### config.mk
export PLATFORM = sky130hd
export DESIGN_NAME = hdmi_clk_mode_ctrl
export DESIGN_NICKNAME = d
export VERILOG_FILES = /design/src/rtl/hdmi_clk_pkg.sv /design/src/rtl/sync_2ff.sv /design/src/rtl/hdmi_clk_mode_ctrl.sv
export SDC_FILE = /design/constraint.sdc
export NUM_CORES = 1
export LEC_CHECK = 0
export ABC_CLOCK_PERIOD_IN_PS = 7650
export CAP_MARGIN = 10
export CORE_ASPECT_RATIO = 1.75
export CORE_UTILIZATION = 60
export DETAILED_ROUTE_END_ITERATION = 6
export GPL_ROUTABILITY_DRIVEN = 0
export MAX_ROUTING_LAYER = met4
export PLACE_DENSITY = 0.85
export SYNTH_ARGS = -nofsm -noshare
export SYNTH_HDL_FRONTEND = slang
export SYNTH_SLANG_ARGS = --single-unit
### constraint.sdc
create_clock -name clk -period 7.65 [get_ports clk]
set_input_delay 1.1475 -clock clk [delete_from_list [all_inputs] [get_ports clk]]
set_output_delay 1.1475 -clock clk [all_outputs]
set_load 0.01 [all_outputs]
### src/rtl/hdmi_clk_pkg.sv
// Shared types and constants for the HDMI video-clock mode controller:
// FSM states, PLL config-port addresses and the per-mode divider table.
package hdmi_clk_pkg;

  typedef enum logic [2:0] {
    ST_IDLE,
    ST_HOLD,
    ST_WRITE,
    ST_RELEASE,
    ST_WAIT_LOCK,
    ST_STABLE,
    ST_RUN,
    ST_FAULT
  } state_e;

  localparam logic [1:0] CFG_ADDR_MDIV  = 2'd0;
  localparam logic [1:0] CFG_ADDR_ODIV0 = 2'd1;
  localparam logic [1:0] CFG_ADDR_ODIV1 = 2'd2;

  typedef struct packed {
    logic [7:0] mdiv;
    logic [7:0] odiv0;
    logic [7:0] odiv1;
  } div_cfg_t;

  // Mode ids: 0 = 480p, 1 = 720p, 2 = 1080p, 3 = 1080p30; others read as zero.
  function automatic div_cfg_t mode_div(input int mode);
    case (mode)
      0:       return '{mdiv: 8'h36, odiv0: 8'h0A, odiv1: 8'h02};
      1:       return '{mdiv: 8'h4A, odiv0: 8'h05, odiv1: 8'h01};
      2:       return '{mdiv: 8'h6F, odiv0: 8'h04, odiv1: 8'h01};
      3:       return '{mdiv: 8'h6F, odiv0: 8'h08, odiv1: 8'h02};
      default: return '0;
    endcase
  endfunction

  function automatic logic [7:0] cfg_byte(input int mode, input logic [1:0] addr);
    div_cfg_t cfg;
    cfg = mode_div(mode);
    case (addr)
      CFG_ADDR_MDIV:  return cfg.mdiv;
      CFG_ADDR_ODIV0: return cfg.odiv0;
      CFG_ADDR_ODIV1: return cfg.odiv1;
      default:        return '0;
    endcase
  endfunction

endpackage

### src/rtl/sync_2ff.sv
// Two-flop synchroniser bringing the asynchronous PLL lock into the clk domain.
module sync_2ff (
  input  logic clk,
  input  logic rst_n,
  input  logic d_i,
  output logic q_o
);

  logic meta_q;
  logic sync_q;

  // NOTE: sequential state uses non-blocking assignments so both flops sample
  // the pre-edge values and the chain really is two stages deep.
  always_ff @(posedge clk) begin
    if (!rst_n) begin
      meta_q <= 1'b0;
      sync_q <= 1'b0;
    end else begin
      meta_q <= d_i;
      sync_q <= meta_q;
    end
  end

  assign q_o = sync_q;

endmodule

### src/rtl/hdmi_clk_mode_ctrl.sv
// HDMI video-clock mode controller: holds the PLL in reset, programs its
// dividers for the selected mode, qualifies lock and releases the video domain.
module hdmi_clk_mode_ctrl
  import hdmi_clk_pkg::*;
#(
  parameter int NUM_MODES     = 4,
  parameter int MODE_W        = $clog2(NUM_MODES),
  parameter int BOOT_MODE     = 1,
  parameter int HOLD_CYCLES   = 16,
  parameter int LOCK_TIMEOUT  = 50000,
  parameter int STABLE_CYCLES = 1024,
  parameter int MAX_RETRY     = 3
) (
  input  logic              clk,
  input  logic              rst_n,
  input  logic              mode_req_valid,
  input  logic [MODE_W-1:0] mode_req_id,
  output logic              mode_req_ready,
  input  logic              pll_lock,
  output logic              pll_rst,
  output logic              cfg_wr_en,
  output logic [1:0]        cfg_addr,
  output logic [7:0]        cfg_data,
  input  logic              cfg_ack,
  output logic              video_rst_n,
  output logic [MODE_W-1:0] cur_mode,
  output logic              status_locked,
  output logic              status_err
);

  localparam int CNT_MAX_HL = (HOLD_CYCLES > LOCK_TIMEOUT) ? HOLD_CYCLES : LOCK_TIMEOUT;
  localparam int CNT_MAX    = (CNT_MAX_HL > STABLE_CYCLES) ? CNT_MAX_HL : STABLE_CYCLES;
  localparam int CNT_W      = $clog2(CNT_MAX + 1);
  localparam int RETRY_W    = $clog2(MAX_RETRY + 1);

  localparam logic [CNT_W-1:0]   HOLD_LAST   = CNT_W'(HOLD_CYCLES - 1);
  localparam logic [CNT_W-1:0]   LOCK_LAST   = CNT_W'(LOCK_TIMEOUT - 1);
  localparam logic [CNT_W-1:0]   STABLE_LAST = CNT_W'(STABLE_CYCLES - 1);
  localparam logic [RETRY_W-1:0] RETRY_LAST  = RETRY_W'(MAX_RETRY - 1);
  localparam logic [RETRY_W-1:0] RETRY_SAT   = RETRY_W'(MAX_RETRY);

  state_e              state_q, state_d;
  logic [CNT_W-1:0]    cnt_q, cnt_d, cnt_inc;
  logic [RETRY_W-1:0]  retry_q, retry_d;
  logic [1:0]          wr_idx_q, wr_idx_d;
  logic                wr_gap_q, wr_gap_d;
  logic [MODE_W-1:0]   target_q, target_d;
  logic [MODE_W-1:0]   cur_mode_q, cur_mode_d;
  logic                err_q, err_d;
  logic                err_pulse_q, err_pulse_d;
  logic                lock_s;
  logic                req_acc;
  logic                req_ok;

  sync_2ff u_lock_sync (
    .clk   (clk),
    .rst_n (rst_n),
    .d_i   (pll_lock),
    .q_o   (lock_s)
  );

  assign mode_req_ready = state_q inside {ST_RUN, ST_FAULT};
  assign req_acc        = mode_req_valid && mode_req_ready;
  assign req_ok         = int'(mode_req_id) < NUM_MODES;
  assign cnt_inc        = (&cnt_q) ? cnt_q : cnt_q + CNT_W'(1);

  // NOTE: every variable gets a default before the case so no path leaves it
  // unassigned, which would otherwise infer a latch.
  always_comb begin
    state_d     = state_q;
    cnt_d       = cnt_inc;
    retry_d     = retry_q;
    wr_idx_d    = wr_idx_q;
    wr_gap_d    = wr_gap_q;
    target_d    = target_q;
    cur_mode_d  = cur_mode_q;
    err_d       = err_q;
    err_pulse_d = req_acc && !req_ok;

    case (state_q)
      ST_IDLE: begin
        state_d  = ST_HOLD;
        target_d = MODE_W'(BOOT_MODE);
      end
      ST_HOLD: begin
        if (cnt_q == HOLD_LAST) begin
          state_d  = ST_WRITE;
          wr_idx_d = CFG_ADDR_MDIV;
          wr_gap_d = 1'b0;
        end
      end
      ST_WRITE: begin
        if (wr_gap_q) begin
          wr_gap_d = 1'b0;
        end else if (cfg_ack) begin
          if (wr_idx_q == CFG_ADDR_ODIV1) begin
            state_d = ST_RELEASE;
          end else begin
            wr_idx_d = wr_idx_q + 2'd1;
            wr_gap_d = 1'b1;
          end
        end
      end
      ST_RELEASE: state_d = ST_WAIT_LOCK;
      ST_WAIT_LOCK: begin
        if (lock_s) begin
          state_d = ST_STABLE;
        end else if (cnt_q == LOCK_LAST) begin
          retry_d = (retry_q == RETRY_SAT) ? retry_q : retry_q + RETRY_W'(1);
          if (retry_q >= RETRY_LAST) begin
            state_d = ST_FAULT;
            err_d   = 1'b1;
          end else begin
            state_d = ST_HOLD;
          end
        end
      end
      ST_STABLE: begin
        if (!lock_s) begin
          state_d = ST_WAIT_LOCK;
        end else if (cnt_q == STABLE_LAST) begin
          state_d    = ST_RUN;
          retry_d    = '0;
          cur_mode_d = target_q;
        end
      end
      ST_RUN, ST_FAULT: begin
        // A valid request outranks a simultaneous lock loss.
        if (req_acc && req_ok) begin
          state_d  = ST_HOLD;
          target_d = mode_req_id;
          retry_d  = '0;
          err_d    = 1'b0;
        end else if (state_q == ST_RUN && !lock_s) begin
          state_d = ST_HOLD;
        end
      end
    endcase

    if (state_d != state_q) cnt_d = '0;
  end

  always_ff @(posedge clk) begin
    if (!rst_n) begin
      state_q     <= ST_IDLE;
      cnt_q       <= '0;
      retry_q     <= '0;
      wr_idx_q    <= '0;
      wr_gap_q    <= 1'b0;
      target_q    <= '0;
      cur_mode_q  <= '0;
      err_q       <= 1'b0;
      err_pulse_q <= 1'b0;
    end else begin
      state_q     <= state_d;
      cnt_q       <= cnt_d;
      retry_q     <= retry_d;
      wr_idx_q    <= wr_idx_d;
      wr_gap_q    <= wr_gap_d;
      target_q    <= target_d;
      cur_mode_q  <= cur_mode_d;
      err_q       <= err_d;
      err_pulse_q <= err_pulse_d;
    end
  end

  assign pll_rst       = state_q inside {ST_IDLE, ST_HOLD, ST_WRITE, ST_FAULT};
  assign video_rst_n   = (state_q == ST_RUN);
  assign status_locked = (state_q == ST_RUN);
  assign cfg_wr_en     = (state_q == ST_WRITE) && !wr_gap_q;
  assign cfg_addr      = cfg_wr_en ? wr_idx_q : 2'd0;
  assign cfg_data      = cfg_wr_en ? cfg_byte(int'(target_q), wr_idx_q) : 8'd0;
  assign cur_mode      = cur_mode_q;
  assign status_err    = err_q | err_pulse_q;

endmodule
==> summary.txt <==
Critical path
  • FF-to-FF path depth: 7
  • Critical path class: reg -> out
  • Reg2Reg Setup Slack: 4.54 ns
  • RR Startpoint: cnt_q[0]
  • Critical Path Fanout Max: 12
  • Required time worst endpoint: 6.50 ns
  • Worst flop-to-flop path endpoint: cnt_q[13]
  • Critical Path Sink Type: output pin
  • CP Data Arrival Time: 2.55 ns
  • Element type at the critical path start: flip-flop

Timing
  • Fin. Hold Viols: 0
  • Worst Tran Pin Value: 1.153 ns
  • Final setup vio count: 0
  • RSZ-0062 raised after global routing: no
  • Slew margin rel.: 21.62%
  • Final period util: 48.33%
  • FMAX: 0.2705 GHz
  • Min cycle time layout: 3.697 ns
  • Max-slew violations: 0
  • Setup ws final: 3.953 ns
  • Clock Skew: 0.004255 ns
  • Total negative slack: 0 ns

Floorplan
  • Die Ht: 79.06 µm
  • # rows: 27
  • Die Footprint: 0.003639 mm²
  • Core ar.: 0.003176 mm²
  • IO Pins: 25
  • Die width: 46.03 µm
  • Initial Utilization: 64.11%

Global routing
  • Antenna violations before repair: 0
  • GRT Util Overall: 25.91%
  • Total congestion overflow: 0
  • Vias in the first global route: 1605
  • Largest net degree at the start of global routing: 20
  • First-pass GRT wire length: 6796 µm

Clock network
  • CTS root buf: clkbuf_8
  • Post_cts resized: 0
  • Htree depth: 2
  • Post-CTS setup buffers: 0
  • CTS tree: built
  • Cts bufs inserted: 5
  • Clock-pin transition on the worst setup and hold timing paths: 0.06 ns
  • Hold_buf cts: 0
  • CTS max path bufs: 2
  • Worst-Skew Late Latency: 0.28 ns
  • TritonCTS Sinks: 31

Synthesis
  • Post-synth EDFFs: 0
  • Syn avg cell area: 8.518 µm²
  • Syn Nets: 258
  • Post-Syn Area: 0.002036 mm²
  • Yosys warning count: 0
  • Post-Syn Instances: 239
  • Synth Flop Type: dfxtp_1
  • Seq cells post-synth: 31
  • FFs w/ async S/R, synth: 0%
  • Register area share after synthesis: 30.49%
  • Synth unique cells: 53

Layout
  • Filler cell count: 267
  • NumNets Final: 275
  • Design Area, Final: 0.002360 mm²
  • N_diodes: 0
  • Synth-to-Final Area Change: 15.92%
  • Commonest non-fill, non-tap cell in the layout: dfxtp_1
  • Layout cells sized above 1: 13.62%
  • Most frequent cells in the layout: dfxtp_1, clkdlybuf4s50_1, nor2_1, nand3_1
  • Layout Cells excl Fill: 300

Hold path
  • WHS Endpoint: u_lock_sync.q_o
  • Hold Path Depth: 1
  • Worst min path class: reg -> reg
  • Hold_sp: u_lock_sync.meta_q

Placement
  • DP HPWL: 3166 µm
  • Placed cells: 292
  • Buffers on Ports: 23
  • Pre-CTS setup slack: 3.807 ns
  • Placed cell area: 0.002260 mm²

Flow run
  • Maximum capacitance violations: 0

Routing
  • Routed len/inst: 13.96 µm
  • # DRC: 0
  • Vias post-DR: 1761
  • ANT nets after route: 0
  • Final wirelength: 4188 µm
  • DRT Pass-1 Iters: 4
  • Via density: 5.870
  • Detailed router's first-iteration violation count: 23

Outcome
  • Status: complete, no violations

Power and ir drop
  • Power Dens Cells: 152.0 mW/mm²
  • Max IR drop VDD: 0.1465 mV
  • Overall Power: 0.3587 mW
  • LEAKAGE: 0.8314 nW
## cell usage after synthesis (2+ instances only)
| master | count | area [µm²] |
|---|---|---|
| dfxtp_1 | 31 | 620.6 |
| nor2_1 | 18 | 67.56 |
| nand3_1 | 13 | 65.06 |
| ha_1 | 12 | 150.1 |
| nor3_1 | 12 | 60.06 |
| nand2_1 | 10 | 37.54 |
| nor3_2 | 10 | 100.1 |
| xnor2_1 | 10 | 87.58 |
| inv_1 | 9 | 33.78 |
| clkbuf_1 | 8 | 30.03 |
| nor4_1 | 8 | 50.05 |
| o21ai_0 | 8 | 40.04 |
| and3_1 | 7 | 43.79 |
| nor2b_1 | 7 | 43.79 |
| a21oi_1 | 6 | 30.03 |
| mux2i_1 | 5 | 50.05 |
| a21boi_0 | 4 | 30.03 |
| nand2b_1 | 4 | 25.02 |
| nand4_1 | 4 | 25.02 |
| or3_1 | 4 | 25.02 |
| and2_1 | 3 | 18.77 |
| buf_4 | 3 | 22.52 |
| nand3b_1 | 3 | 22.52 |
| or3b_2 | 3 | 26.28 |
| xor2_1 | 3 | 26.28 |
| a211oi_1 | 2 | 15.01 |
| a31oi_1 | 2 | 12.51 |
| buf_2 | 2 | 10.01 |
| nor3b_1 | 2 | 15.01 |
| nor4_2 | 2 | 25.02 |
| or4_4 | 2 | 22.52 |
## cell type report
class / instances / area [µm²] / share of cell area (%)
repair buffers: 24 / 237.7 / 10.07
inverters: 9 / 33.78 / 1.432
clock buffers: 8 / 100.1 / 4.242
well taps: 43 / 53.80 / 2.280
flip-flops and latches: 31 / 620.6 / 26.30
multi-input cells: 185 / 1314 / 55.67
## worst max-delay path, stage by stage, from the launching register on
cell             delay [ns]
dfxtp_1                0.54
or3b_2                 0.61
or3_1                  0.41
a21oi_1                0.16
clkdlybuf4s50_1        0.55
## power by group
part | switching (mW) | internal (mW) | leakage (nW)
Combinational | 0.0268 | 0.0185 | 0.529
Clock | 0.0574 | 0.0820 | 0.0515
Sequential | 0.00870 | 0.165 | 0.251
Total | 0.0928 | 0.266 | 0.831
## layer usage
metal	track usage, %	wire length, µm	vias up
li1	-	-	880
met1	24.93	1571	825
met2	47.04	2387	45
met3	4.773	135	11
met4	11.18	93	0
met5	-	0	-
## stage by stage
step | hold slack (ns) | util [%]
2_1_floorplan | 0.4119 | -
3_3_place_gp | 0.4220 | 71.16
4_1_cts | 0.4414 | 74.31
5_1_grt | 0.4648 | 74.31
3_5_place_dp | 0.4199 | 71.16
6_report | 0.4381 | 74.31
## worst max path at each step
stage,startpoint,depth (start not counted),endpoint
floorplan,state_q[1],5,cfg_data[0]
global placement,mode_req_valid,6,cnt_q[14]
detailed placement,mode_req_valid,6,cnt_q[0]
CTS,state_q[1],4,cfg_data[3]
global route,state_q[0],4,cfg_data[3]
finish,state_q[1],4,cfg_data[3]
## registers in the layout, summed over array words and instances (netlist names)
| name | cells |
|---|---|
| u_lock_sync.q_o | 1 |
| cur_mode | 2 |
| u_lock_sync.meta_q | 1 |
| err_q | 1 |
| state_q | 3 |
| wr_idx_q | 2 |
| wr_gap_q | 1 |
| retry_q | 2 |
| cnt_q | 16 |
| target_q | 2 |
## logic make-up (layout without fill, tap and decap cells)
family | Yosys count | in the layout | share of synthesized area, %
buf+inv | 23 | 41 | 5.286
compound gates | 33 | 33 | 11.19
flops | 31 | 31 | 30.49
simple gates | 120 | 120 | 36.75
xor+xnor | 13 | 13 | 5.593
fa+ha+maj | 12 | 12 | 7.375
other cells | 1 | 1 | 0.1842
mux | 6 | 6 | 3.135
No activity file was read; power rests on OpenSTA's default activity.
